[src/rtl/mem_arb_pkg.sv]
// mem_arb_pkg
// Shared definitions for the RAM port A arbiter.
//   arb_state_e : arbiter FSM states
//   BSEL_*      : RAM access-size encoding, shared with the ram block
package mem_arb_pkg;

   typedef enum logic [1:0] {
      CPU      = 2'd0,   // CPU drives port A
      DRAIN    = 2'd1,   // CPU halted, its last stores still reach the RAM
      DBG_IDLE = 2'd2,   // debug owns port A, ready for a transaction
      DBG_RD   = 2'd3    // debug read in flight, waiting for RAM data
   } arb_state_e;

   localparam logic [1:0] BSEL_BYTE = 2'b00;
   localparam logic [1:0] BSEL_HALF = 2'b01;
   localparam logic [1:0] BSEL_WORD = 2'b10;

endpackage : mem_arb_pkg

[src/rtl/mem_port_arbiter.sv]
// mem_port_arbiter
// Shares RAM port A between the CPU load/store path and a host debug
// requester. A debug session halts the CPU, waits DRAIN_CYCLES so in-flight
// CPU stores land, then serves debug reads/writes over a valid/ready
// handshake. Dropping the session hands the port back to the CPU.
//
// Ports
//   clk, rst_n                    clock, synchronous active-low reset
//   dbg_session                   level: host requests port ownership
//   dbg_valid/dbg_ready           debug transaction handshake
//   dbg_we/addr/wdata/byte_sel    debug transaction fields
//   dbg_rvalid/dbg_rdata          one-cycle read-data pulse, registered data
//   dbg_owned                     port A currently owned by debug
//   cpu_halt                      halt request to the CPU
//   cpu_mem_*                     CPU data-port request / read data
//   ram_*                         RAM port A (synchronous read, 1-cycle latency)
module mem_port_arbiter
   import mem_arb_pkg::*;
#(
   parameter int DRAIN_CYCLES = 2,
   parameter int ADDR_W       = 32,
   parameter int DATA_W       = 32
) (
   input  logic              clk,
   input  logic              rst_n,

   input  logic              dbg_session,
   input  logic              dbg_valid,
   output logic              dbg_ready,
   input  logic              dbg_we,
   input  logic [ADDR_W-1:0] dbg_addr,
   input  logic [DATA_W-1:0] dbg_wdata,
   input  logic [1:0]        dbg_byte_sel,
   output logic              dbg_rvalid,
   output logic [DATA_W-1:0] dbg_rdata,
   output logic              dbg_owned,

   output logic              cpu_halt,
   input  logic [ADDR_W-1:0] cpu_mem_addr,
   input  logic [DATA_W-1:0] cpu_mem_wdata,
   input  logic              cpu_mem_we,
   input  logic [1:0]        cpu_byte_sel,
   output logic [DATA_W-1:0] cpu_mem_rdata,

   output logic [ADDR_W-1:0] ram_addr,
   output logic [DATA_W-1:0] ram_wdata,
   output logic              ram_we,
   output logic [1:0]        ram_byte_sel,
   input  logic [DATA_W-1:0] ram_rdata
);

   localparam int                CNT_W    = $clog2(DRAIN_CYCLES + 1);
   localparam logic [CNT_W-1:0]  CNT_LAST = CNT_W'(DRAIN_CYCLES - 1);
   localparam logic [CNT_W-1:0]  CNT_MAX  = CNT_W'(DRAIN_CYCLES);

   arb_state_e        state, state_nxt;
   logic [CNT_W-1:0]  drain_cnt;
   logic [ADDR_W-1:0] rd_addr;
   logic [1:0]        rd_byte_sel;
   logic              rd_accept;

   assign rd_accept     = (state == DBG_IDLE) && dbg_valid && !dbg_we;
   assign cpu_mem_rdata = ram_rdata;

   // ---------------------------------------------------------------------
   // State register, drain counter, read address latch, read data register
   // ---------------------------------------------------------------------
   // NOTE: clocked state uses non-blocking (<=) so every register samples
   // the pre-edge values of the others; blocking here would create order-
   // dependent simulation and mismatch the synthesized flops.
   always_ff @(posedge clk) begin
      if (!rst_n) begin
         state       <= CPU;
         drain_cnt   <= '0;
         rd_addr     <= '0;
         rd_byte_sel <= BSEL_WORD;
         dbg_rvalid  <= 1'b0;
         dbg_rdata   <= '0;
      end else begin
         state <= state_nxt;

         // Loads 0 while the CPU owns the port so DRAIN always starts from 0;
         // saturates at DRAIN_CYCLES instead of wrapping.
         if (state == CPU) begin
            drain_cnt <= '0;
         end else if (state == DRAIN && drain_cnt != CNT_MAX) begin
            drain_cnt <= drain_cnt + CNT_W'(1);
         end

         // Held for DBG_RD so the RAM sees a stable address while dbg_addr
         // is free to change after the handshake.
         if (rd_accept) begin
            rd_addr     <= dbg_addr;
            rd_byte_sel <= dbg_byte_sel;
         end

         // RAM data for the address presented in the accept cycle is valid
         // during DBG_RD; capture it on the DBG_RD -> DBG_IDLE edge.
         dbg_rvalid <= (state == DBG_RD);
         if (state == DBG_RD) begin
            dbg_rdata <= ram_rdata;
         end
      end
   end

   // ---------------------------------------------------------------------
   // Next state
   // ---------------------------------------------------------------------
   // NOTE: every signal written in an always_comb gets a default first, so
   // no path leaves it unassigned and no latch is inferred.
   always_comb begin
      state_nxt = state;
      unique case (state)
         CPU: begin
            if (dbg_session) state_nxt = DRAIN;
         end
         DRAIN: begin
            if (!dbg_session)               state_nxt = CPU;
            else if (drain_cnt == CNT_LAST) state_nxt = DBG_IDLE;
         end
         DBG_IDLE: begin
            // A transaction presented with the session drop is served first.
            if (rd_accept)                        state_nxt = DBG_RD;
            else if (!dbg_session && !dbg_valid)  state_nxt = CPU;
         end
         DBG_RD: begin
            state_nxt = DBG_IDLE;
         end
         default: state_nxt = CPU;
      endcase
   end

   // ---------------------------------------------------------------------
   // Status outputs and port A mux (combinational from state)
   // ---------------------------------------------------------------------
   always_comb begin
      cpu_halt     = (state != CPU);
      dbg_ready    = (state == DBG_IDLE);
      dbg_owned    = (state == DBG_IDLE) || (state == DBG_RD);

      ram_addr     = cpu_mem_addr;
      ram_wdata    = cpu_mem_wdata;
      ram_we       = cpu_mem_we;
      ram_byte_sel = cpu_byte_sel;

      unique case (state)
         CPU, DRAIN: begin
            // CPU keeps the port through DRAIN so in-flight stores land.
         end
         DBG_IDLE: begin
            ram_addr     = dbg_addr;
            ram_wdata    = dbg_wdata;
            ram_we       = dbg_valid && dbg_we;
            ram_byte_sel = dbg_byte_sel;
         end
         DBG_RD: begin
            ram_addr     = rd_addr;
            ram_wdata    = dbg_wdata;
            ram_we       = 1'b0;
            ram_byte_sel = rd_byte_sel;
         end
         default: begin
            ram_we = 1'b0;
         end
      endcase
   end

endmodule : mem_port_arbiter

[config.mk]
export PLATFORM = sky130hd
export DESIGN_NAME = mem_port_arbiter
export DESIGN_NICKNAME = d
export VERILOG_FILES = /design/src/rtl/mem_arb_pkg.sv /design/src/rtl/mem_port_arbiter.sv
export SDC_FILE = /design/constraint.sdc
export NUM_CORES = 1
export LEC_CHECK = 0
export BUFFER_PORTS_ARGS = -buffer_cell sky130_fd_sc_hd__buf_2
export CAP_MARGIN = 5
export CORE_AREA = 2 2 119 121
export CTS_CLUSTER_DIAMETER = 200
export DETAILED_ROUTE_END_ITERATION = 8
export DIE_AREA = 0 0 121 123
export GPL_TIMING_DRIVEN = 0
export MAX_ROUTING_LAYER = met4
export PLACE_DENSITY = 0.71
export SYNTH_ARGS = -nofsm -noshare
export SYNTH_HDL_FRONTEND = slang
export SYNTH_SLANG_ARGS = --single-unit
[constraint.sdc]
create_clock -name clk -period 3 [get_ports clk]
set_clock_uncertainty 0.1 [all_clocks]
set_input_delay 0.6 -clock clk [delete_from_list [all_inputs] [get_ports clk]]
set_output_delay 0.6 -clock clk [all_outputs]
set_load 0.05 [all_outputs]
; ---- Word level (Yosys, flattened, before mapping)
; Index checks and enable logic that the tools add are counted.
[word_totals]
regBits = 71
elab_cells = 40
[classes]
addsub = 1
n_eq_ne = 8
muxes = 10
n_bitwise = 1
n_reduce_logical = 14
[ops]
columns = op, n
row1 = 32-bit one-hot mux with 2 select lines, 1
row2 = 32-bit 2-to-1 mux, 1
row3 = 2-bit 2-to-1 mux, 5
row4 = 2-bit one-hot mux with 4 select lines, 1
row5 = 1-bit logical AND, 5
row6 = "2-bit by 1-bit equality test with 1-bit output, second input constant", 2
row7 = "2-bit equality test, second input constant", 2
row8 = "2-bit inequality test, second input constant", 2
row9 = 2-bit one-hot mux with 2 select lines, 1
row10 = 2-bit OR reduction, 2
row11 = 1-bit zero test, 3
row12 = "3-bit by 1-bit inequality test with 1-bit output, second input constant", 1
row13 = "3-bit by 2-bit inequality test with 1-bit output, second input constant", 1
row14 = 3-bit AND reduction, 1
row15 = "2-bit by 1-bit adder with 2-bit output, second input constant", 1
row16 = 2-bit zero test, 1
row17 = 1-bit one-hot mux with 2 select lines, 1
row18 = 2-bit nonzero test, 1
row19 = 1-bit logical OR, 1
row20 = 1-bit inverter, 1

; ---- Longest topological paths before layout
; Gate-level depths: netlist of the first run.
[depth]
depth_word = 5
mapped_depth = 6
depth_no_buf = 5

; ---- Worst setup path after synthesis of the first run
; OpenSTA, ideal clock, no wires.
[synth_path]
path_kind = register -> output
start = reg state[1]
end = out ram_we
arrival_time_ns = 1.843
required_time_ns = 2.300
slack_ns = 0.457
path_stages_with_launch = 5
path_cell_list = dfxtp_1 > buf_2 > buf_2 > buf_2 > o21ai_0
[synth_via]
elab_chain_cells = 2
[synth_lines]
columns = item, line
row1 = from (decl), mem_port_arbiter.sv:56  ; arb_state_e state, state_nxt;
row2 = from (signal assigned), mem_port_arbiter.sv:80  ; state <= state_nxt;
row3 = 2-bit equality test, mem_port_arbiter.sv:146  ; unique case (state)
row4 = 1-bit one-hot mux with 2 select lines (*), mem_port_arbiter.sv:146
row5 = to (decl), mem_port_arbiter.sv:47  ; output logic ram_we,
; Every way passes the cells marked *; elsewhere a longest branch is shown, timed or not.

; ---- Worst setup path in the final report of the first run
[layout_path]
start = reg state[1]
end = out ram_addr[31]
[layout_via]
elab_chain_cells = 2
[layout_lines]
columns = item, line
row1 = 2-bit equality test, mem_port_arbiter.sv:146
row2 = 32-bit one-hot mux with 2 select lines (*), mem_port_arbiter.sv:146
row3 = to (decl), mem_port_arbiter.sv:45  ; output logic [ADDR_W-1:0] ram_addr,
; Marked as above.

==> reports/results.ini, run 1 <==
[floorplan]
fp.dieH_um = 123
coreArea_um2 = 13600
core.rowCount = 43
io_pins = 305
die_w_um = 121
dieArea_um2 = 14900
initial_core_util = 0.302

[clock_network]
cts_resized = 0
htreeDepth = 3
clk_latency_ns = 0.33
cts_setup_buffers = 0
cts_hold_buf = 0
cts_tree = built
cts_root_buf = clkbuf_16
clk_pin_slew_ns = 0.06
cts_buffers = 9
clockBufferDepth = 2
clock_sinks = 71

[sta]
relSlewSlack = 0.602
min_period_over_period = 0.923
tightest_slew_ns = 0.597
fin_ws_ns = 0.231
setup_viol = 0
min_period_ns = 2.77
rsz0062_at_grt = no
holdWs_ns = 0.347
maxSlewViolCount = 0
setup_tns_ns = 0
timing.fmax_ghz = 0.361
hold_viol = 0

[critical_path]
path_cells = buf_2, buf_2, clkbuf_1, nor2_1, a21oi_1, buf_2
slowest_delay_ns = 0.45
crit_family = buffers and inverters
crit_type = reg2out
path_common_cell = buf_2
start_kind = flip-flop
rrSetupSlack_ns = 1.52
required_ns = 2.30
worstSetupEndpointType = output port
r2r-start = state[1]
crit_arrival_ns = 2.07
cpMaxStageDelayCell = clkbuf_1
cp_max_fo = 10
cp-startpoint = state[1]
cp.buffers_inverters = 4

[worst_hold_path]
holdCritPathClass = reg2reg
min_from = rd_addr[28]

[final_layout]
fin_util = 0.454
fin_area_um2 = 6190
multi_input_area_um2 = 2200
register_area_um2 = 1420
nets = 992
fillers = 1406
drive_gt1_frac = 0.527
area_growth_pct = 50.5
diodes = 0

[synthesis]
yosysSeqAreaShare = 0.346
synth_top_family_by_area = simple AND/OR/NAND/NOR gates
synth_flop_cell = dfxtp_1
synthMuxAreaShare = 0.173
synth_edf_count = 0
yosysTopAreaCell = dfxtp_1
yosys.area_share.simple = 0.194
yosys-top-cells-count = nand2_1 (100), dfxtp_1 (71), a21oi_1 (37)
synth_nets = 678
synth.top_cell.area_share = 0.346
async_flop_share = 0
synth_area_leaders = dfxtp_1 (35%), nand2_1 (9.1%), mux2_2 (8.8%), mux2i_1 (8.5%), buf_4 (5.8%)
synthCells = 506
ys_ff_latch = 71
synth_area_um2 = 4110
synth_adder_area_share = 0.00609
synth_most_common_cell = nand2_1
netlist-cell-type-count = 34
avgSynthCellArea_um2 = 8.13
synth_xor_area_frac = 0
synth_compound_area_frac = 0.163
synth_warnings = 0

[global_route]
antenna_found_initial = 0
grt_pass1_wl_um = 20700
track_usage = 0.186
grt_pass1_vias = 4071
grt_remaining_overflow = 0
grt_start_max_net_pins = 13

[drt]
dr.pass1.iters = 4
post_drt_via_cell_ratio = 4.51
wire_per_inst_um = 14.2
ant_nets = 0
drc = 0
drt_iter0_markers = 201
routed_wl_um = 14200
vias = 4537

[outcome]
outcome = completed

[power]
swShare = 0.302
p_int_uw = 1930
powerDensity_nw_per_um2 = 448
seq_power_share = 0.342
p_clk_frac = 0.427
p_sw_uw = 837
p_leak_uw = 0.00296
combinationalPowerShare = 0.232
ir_worst_vdd_v = 0.000212

[placed_design]
dp_hpwl_um = 11300
place.gp.congestion = 0.802
place_area_um2 = 5850
io_buffers = 303
pre_cts_ws_ns = 0.563

[job]
max_cap_violations = 0

per-stage QoR:
| step | power [µW] | instances |
|---|---|---|
| floorplan | 1390 | 506 |
| global placement | 1610 | 989 |
| detailed placement | 1610 | 989 |
| CTS | 2810 | 1005 |
| global route | 2890 | 1005 |
| finish | 2770 | 1005 |
placed cells by master (no fill, tap or decap), types with 23 or more instances in the layout:
master    netlist  final
nand3_1        23     23
mux2i_1        35     35
nor2_1         35     35
a21oi_1        37     37
buf_2          23    326
nand2_1       100    100
dfxtp_1        71     71
a21boi_0       24     24
buf_4          32     32
mux2_2         32     32
worst min-delay path, stage by stage, from the launching register on:
cell and delay [ns]:
dfxtp_1 0.31, nand2_1 0.05, o21ai_1 0.05
final timing paths:
path / endpoint / depth (start not counted)
max: ram_addr[31] / 6
min: rd_addr[28] / 2
max reg2reg: dbg_rdata[11] / 5
min reg2reg: rd_addr[28] / 2
cells by family (layout without fill, tap and decap cells):
logic type | count (synthesis) | count (layout)
simple gates | 178 | 178
compound gates | 108 | 108
buf+inv | 80 | 399
flops | 71 | 71
mux | 67 | 67
fa+ha+maj | 2 | 2
state kept, by name (all words and copies together), names as in the netlist:
name	flops
dbg_rdata	32
rd_addr	32
drain_cnt	2
rd_byte_sel	2
state	2
dbg_rvalid	1
metal layers:
layer  vias up  track usage  share of wire
met2       185        0.310           0.48
met5         -            -              0
met4         0       0.0632          0.010
met1      2030        0.232           0.44
met3        10       0.0249          0.062
li1       2312            -              -
layout make-up:
| cell class | instances | share of cell area |
|---|---|---|
| multi-input cells | 355 | 0.356 |
| clock inverters | 5 | 0.0129 |
| repair buffers | 303 | 0.245 |
| inverters | 4 | 0.00243 |
| plain buffers | 76 | 0.0763 |
| well taps | 180 | 0.0364 |
| clock buffers | 11 | 0.0409 |
| flip-flops and latches | 71 | 0.230 |
power by group through the flow:
stage	Sequential, µW	Clock [µW]	Combinational, µW
after detailed placement	967	0	645
after global placement	967	0	641
after CTS	947	1220	646
final	947	1180	642
after floorplan	969	0	423
after global routing	946	1270	680
No activity file was read; power rests on OpenSTA's default activity.
==> inputs of run 2 (changes only) <==
CORE_AREA = 2 2 118 120   (was 2 2 119 121)
CTS_BUF_LIST = sky130_fd_sc_hd__clkbuf_4 sky130_fd_sc_hd__clkbuf_8   (was unset)
DIE_AREA = 0 0 120 122   (was 0 0 121 123)
PLACE_DENSITY = 0.72   (was 0.71)
==> run 2 against run 1 <==
Hold slack improved by 0.00094 ns. Core utilization fell by 0.50 points. Critical path type unchanged. Critical path depth did not move. Via count rose by 0.66%. Flip-flop and latch count did not move. Total power fell by 12%. First-iteration DRC count rose by 8.0%. Non-clock buffer count did not move.
==> reports/results.ini, run 2 (synthesis gave the netlist of run 1 again) <==
[floorplan]
dieArea_um2 = 14600
fp.dieH_um = 122
coreArea_um2 = 13500
initial_core_util = 0.304
die_w_um = 120
core.rowCount = 43
io_pins = 305

[drt]
drc = 0
drt_iter0_markers = 217
vias = 4567
post_drt_via_cell_ratio = 4.54
dr.pass1.iters = 4
wire_per_inst_um = 14.3
ant_nets = 0
routed_wl_um = 14400

[final_layout]
fillers = 1411
top_regs = dbg_rdata: 32 flops, rd_addr: 32 flops
fin_util = 0.449
layout_commonest_cell = buf_2
nets = 992
fin_area_um2 = 6070
area_growth_pct = 47.6
diodes = 0
final_cell_mix = buf_2 (326), nand2_1 (100), dfxtp_1 (71)
drive_gt1_frac = 0.527

[global_route]
antenna_found_initial = 0
grt_remaining_overflow = 0
grt_pass1_vias = 4170
grt_pass1_wl_um = 21400
grt_start_max_net_pins = 12
track_usage = 0.194

[clock_network]
clk_pin_slew_ns = 0.07
clockBufferDepth = 2
cts_tree = built
clock_sinks = 71
htreeDepth = 3
cts_hold_buf = 0
cts_buffers = 9
cts_setup_buffers = 0
clk_latency_ns = 0.35
cts_resized = 0
cts_root_buf = clkbuf_8

[power]
swShare = 0.321
p_sw_uw = 782
p_leak_uw = 0.00291
powerDensity_nw_per_um2 = 402
combinationalPowerShare = 0.263
p_int_uw = 1660
ir_worst_vdd_v = 0.000246
seq_power_share = 0.388
p_clk_frac = 0.349

[sta]
relSlewSlack = 0.574
maxSlewViolCount = 0
hold_viol = 0
setup_viol = 0
rsz0062_at_grt = no
min_period_over_period = 0.906
min_period_ns = 2.72
tightest_slew_ns = 0.639
timing.fmax_ghz = 0.368
setup_tns_ns = 0

[critical_path]
cpMaxStageDelayCell = clkbuf_1
start_kind = flip-flop
path_common_cell = buf_2
crit_type = reg2out
worstSetupEndpointType = output port
path_cells = buf_2, buf_2, clkbuf_1, nor2_1, a21oi_1, buf_2
required_ns = 2.30
slowest_delay_ns = 0.36
crit_arrival_ns = 2.02
cp_max_fo = 10
rrSetupSlack_ns = 1.48

[placed_design]
place_area_um2 = 5850
io_buffers = 303
place.gp.congestion = 0.801
dp_hpwl_um = 11500

[worst_hold_path]
holdCritPathClass = reg2reg

[job]
max_cap_violations = 0

[outcome]
outcome = completed

==> run 2: cell types whose count changed in the layout (fill, tap and decap cells not counted), sizes merged <==
cell / before / now
clkinv: 1 / 2
clkinvlp: 2 / 0
clkbuf: 24 / 25
==> run 2: worst paths after layout <==
check,to,depth (start not counted),start
worst max-delay path,ram_addr[6],6,state[1]
worst min-delay path,dbg_rdata[29],2,dbg_rdata[29]
worst max register to register,dbg_rdata[10],5,state[1]
worst min register to register,dbg_rdata[29],2,dbg_rdata[29]
==> run 2: worst max-delay path: cells and delay by family (launching register included) <==
family	cells	cell delay, ns
compound gates	1	0.20
buf+inv	4	1.08
flops	1	0.30
simple gates	1	0.09
==> run 2: layer usage <==
metal  up-vias  global-route usage  wire (µm)
li1       2304                   -          -
met1      2052               0.237       6270
met2       203               0.322       6880
met3         8              0.0534       1110
met4         0              0.0375         97
met5         -                   -          0
==> run 2: metrics by stage <==
stage	hold slack [ns]	worst slack (ns)	instances	power [µW]
floorplan	0.328	0.457	506	1390
global placement	0.337	0.632	989	1610
detailed placement	0.340	0.614	989	1610
CTS	0.336	0.195	1005	2490
global route	0.348	0.00685	1005	2560
finish	0.348	0.281	1005	2440
==> run 2: power by group through the flow <==
stage / Clock (µW) / Combinational, µW / Sequential, µW
floorplan: 0 / 423 / 969
global placement: 0 / 640 / 967
detailed placement: 0 / 643 / 967
CTS: 896 / 645 / 945
global route: 933 / 680 / 945
finish: 851 / 641 / 946
==> run 2: cell type report <==
type,count,area [µm²],share of cell area
multi-input cells,355,2200,0.363
repair buffers,303,1520,0.250
flip-flops and latches,71,1420,0.234
plain buffers,76,472,0.0777
well taps,180,225,0.0371
clock buffers,12,146,0.0241
clock inverters,4,70.1,0.0115
inverters,4,15.0,0.00247
==> inputs of run 3 (changes only) <==
CTS_BUF_LIST = sky130_fd_sc_hd__clkbuf_8   (was sky130_fd_sc_hd__clkbuf_4 sky130_fd_sc_hd__clkbuf_8)
PLACE_DENSITY = unset   (was 0.72)
PLACE_DENSITY_LB_ADDON = 0.3   (was unset)
==> run 3 against run 2 <==
Flip-flop and latch count is the same. Die area is the same. Via count grew 0.46%. Clock power shrank 17%. Cell count is the same. Cell area shrank 0.64%. Largest power group unchanged. Sequential share of layout area grew 0.15 points. Core utilization shrank 0.29 points. Maximum frequency shrank 2.3%. Count of clock-buffer cells in the layout shrank 1.
==> reports/results.ini, run 3 (synthesis gave the netlist of run 1 again) <==
[outcome]
outcome = completed

[placed_design]
place_area_um2 = 5850
place.gp.congestion = 0.771
io_buffers = 303
dp.cells = 989
dp_hpwl_um = 11400

[clock_network]
cts_root_buf = clkbuf_8
htreeDepth = 3
cts_buffers = 9
clk_pin_slew_ns = 0.08
clock_sinks = 71
cts_tree = built
clockBufferDepth = 2
cts_hold_buf = 0
clk_latency_ns = 0.36

[floorplan]
fp.dieH_um = 122
io_pins = 305
dieArea_um2 = 14600
coreArea_um2 = 13500
initial_core_util = 0.304
core.rowCount = 43
die_w_um = 120

[critical_path]
crit_arrival_ns = 2.08
required_ns = 2.30
path_cells = buf_2, buf_2, buf_2, clkbuf_4, a21oi_1, buf_2
path_common_cell = buf_2
cpMaxStageDelayCell = clkbuf_4
worstSetupEndpointType = output port
start_kind = flip-flop
slowest_delay_ns = 0.32
cp_max_fo = 10
crit_type = reg2out

[sta]
tightest_slew_ns = 0.519
setup_tns_ns = 0
setup_viol = 0
min_period_ns = 2.78
maxSlewViolCount = 0
hold_viol = 0
timing.fmax_ghz = 0.359
min_period_over_period = 0.928
rsz0062_at_grt = no
relSlewSlack = 0.654

[drt]
vias = 4588
drt_iter0_markers = 269
dr.pass1.iters = 6
ant_nets = 0
post_drt_via_cell_ratio = 4.57
routed_wl_um = 14500
wire_per_inst_um = 14.4
drc = 0

[final_layout]
top_regs = dbg_rdata: 32 flops, rd_addr: 32 flops
diodes = 0
fillers = 1448
finalNonFillerCells = 1005
drive_gt1_frac = 0.526
final_cell_mix = buf_2 (325), nand2_1 (100), dfxtp_1 (71)
nets = 992
layout_commonest_cell = buf_2
area_growth_pct = 46.7
fin_util = 0.447
fin_area_um2 = 6030

[global_route]
track_usage = 0.193
grt_remaining_overflow = 0
grt_pass1_vias = 4003
grt_start_max_net_pins = 12
antenna_found_initial = 0
grt_pass1_wl_um = 21300

[power]
combinationalPowerShare = 0.279
p_clk_frac = 0.308
p_int_uw = 1500
ir_worst_vdd_v = 0.000128
p_leak_uw = 0.00290
powerDensity_nw_per_um2 = 379
p_sw_uw = 790
swShare = 0.345
seq_power_share = 0.413

[job]
max_cap_violations = 0

[worst_hold_path]
holdCritPathClass = reg2reg

-- run 3: cell types whose count changed in the layout (fill, tap and decap cells not counted), sizes merged --
cell    before  now
bufinv       2    0
buf        366  365
clkinv       2    4
inv          4    5
-- run 3: final cells by class --
cell class | instances | area, µm² | share of cell area
clock buffers | 11 | 151 | 0.0251
flip-flops and latches | 71 | 1420 | 0.236
repair buffers | 303 | 1520 | 0.251
inverters | 4 | 15.0 | 0.00249
clock inverters | 5 | 23.8 | 0.00394
well taps | 180 | 225 | 0.0373
multi-input cells | 355 | 2200 | 0.365
plain buffers | 76 | 474 | 0.0786
-- run 3: repair_timing --
action | 4_1_cts | 5_1_grt
buffers inserted | 0 | 0
setup endpoints to repair | 0 | 1
resized for setup | 0 | 1
-- run 3: power groups by stage --
stage / sequential [µW] / clock, µW / combinational, µW
after floorplan: 969 / 0 / 423
after global placement: 967 / 0 / 640
after detailed placement: 967 / 0 / 641
after CTS: 945 / 737 / 643
after global routing: 945 / 770 / 677
final: 945 / 704 / 639
-- run 3: through the flow --
stage	worst slack, ns	hold slack [ns]	power (µW)
after floorplan	0.457	0.328	1390
after global placement	0.520	0.337	1610
after detailed placement	0.513	0.343	1610
after CTS	0.0932	0.340	2320
after global routing	0.0572	0.350	2390
final	0.217	0.349	2290
-- run 3: final timing paths --
check,from,end,slack (ns),depth (start not counted)
hold / removal,dbg_rdata[24],dbg_rdata[24],0.35,2
setup / recovery,state[1],ram_addr[29],0.22,6
setup reg to reg,state[1],dbg_rdata[1],1.49,5
hold reg to reg,dbg_rdata[24],dbg_rdata[24],0.35,2
-- run 3: layer usage --
metal	share of wire	track usage	up-vias	wire length, µm
li1	-	-	2309	-
met3	0.065	0.0389	14	942
met1	0.47	0.258	2063	6830
met5	0	-	-	0
met4	0.010	0.0640	0	146
met2	0.45	0.290	202	6550
-- run 3: worst max-delay path, delay by kind of cell (launching register included) --
family,cells,cell delay [ns]
flip-flops,1,0.31
AO/OA/AOI/OAI,1,0.13
buffers and inverters,5,1.28
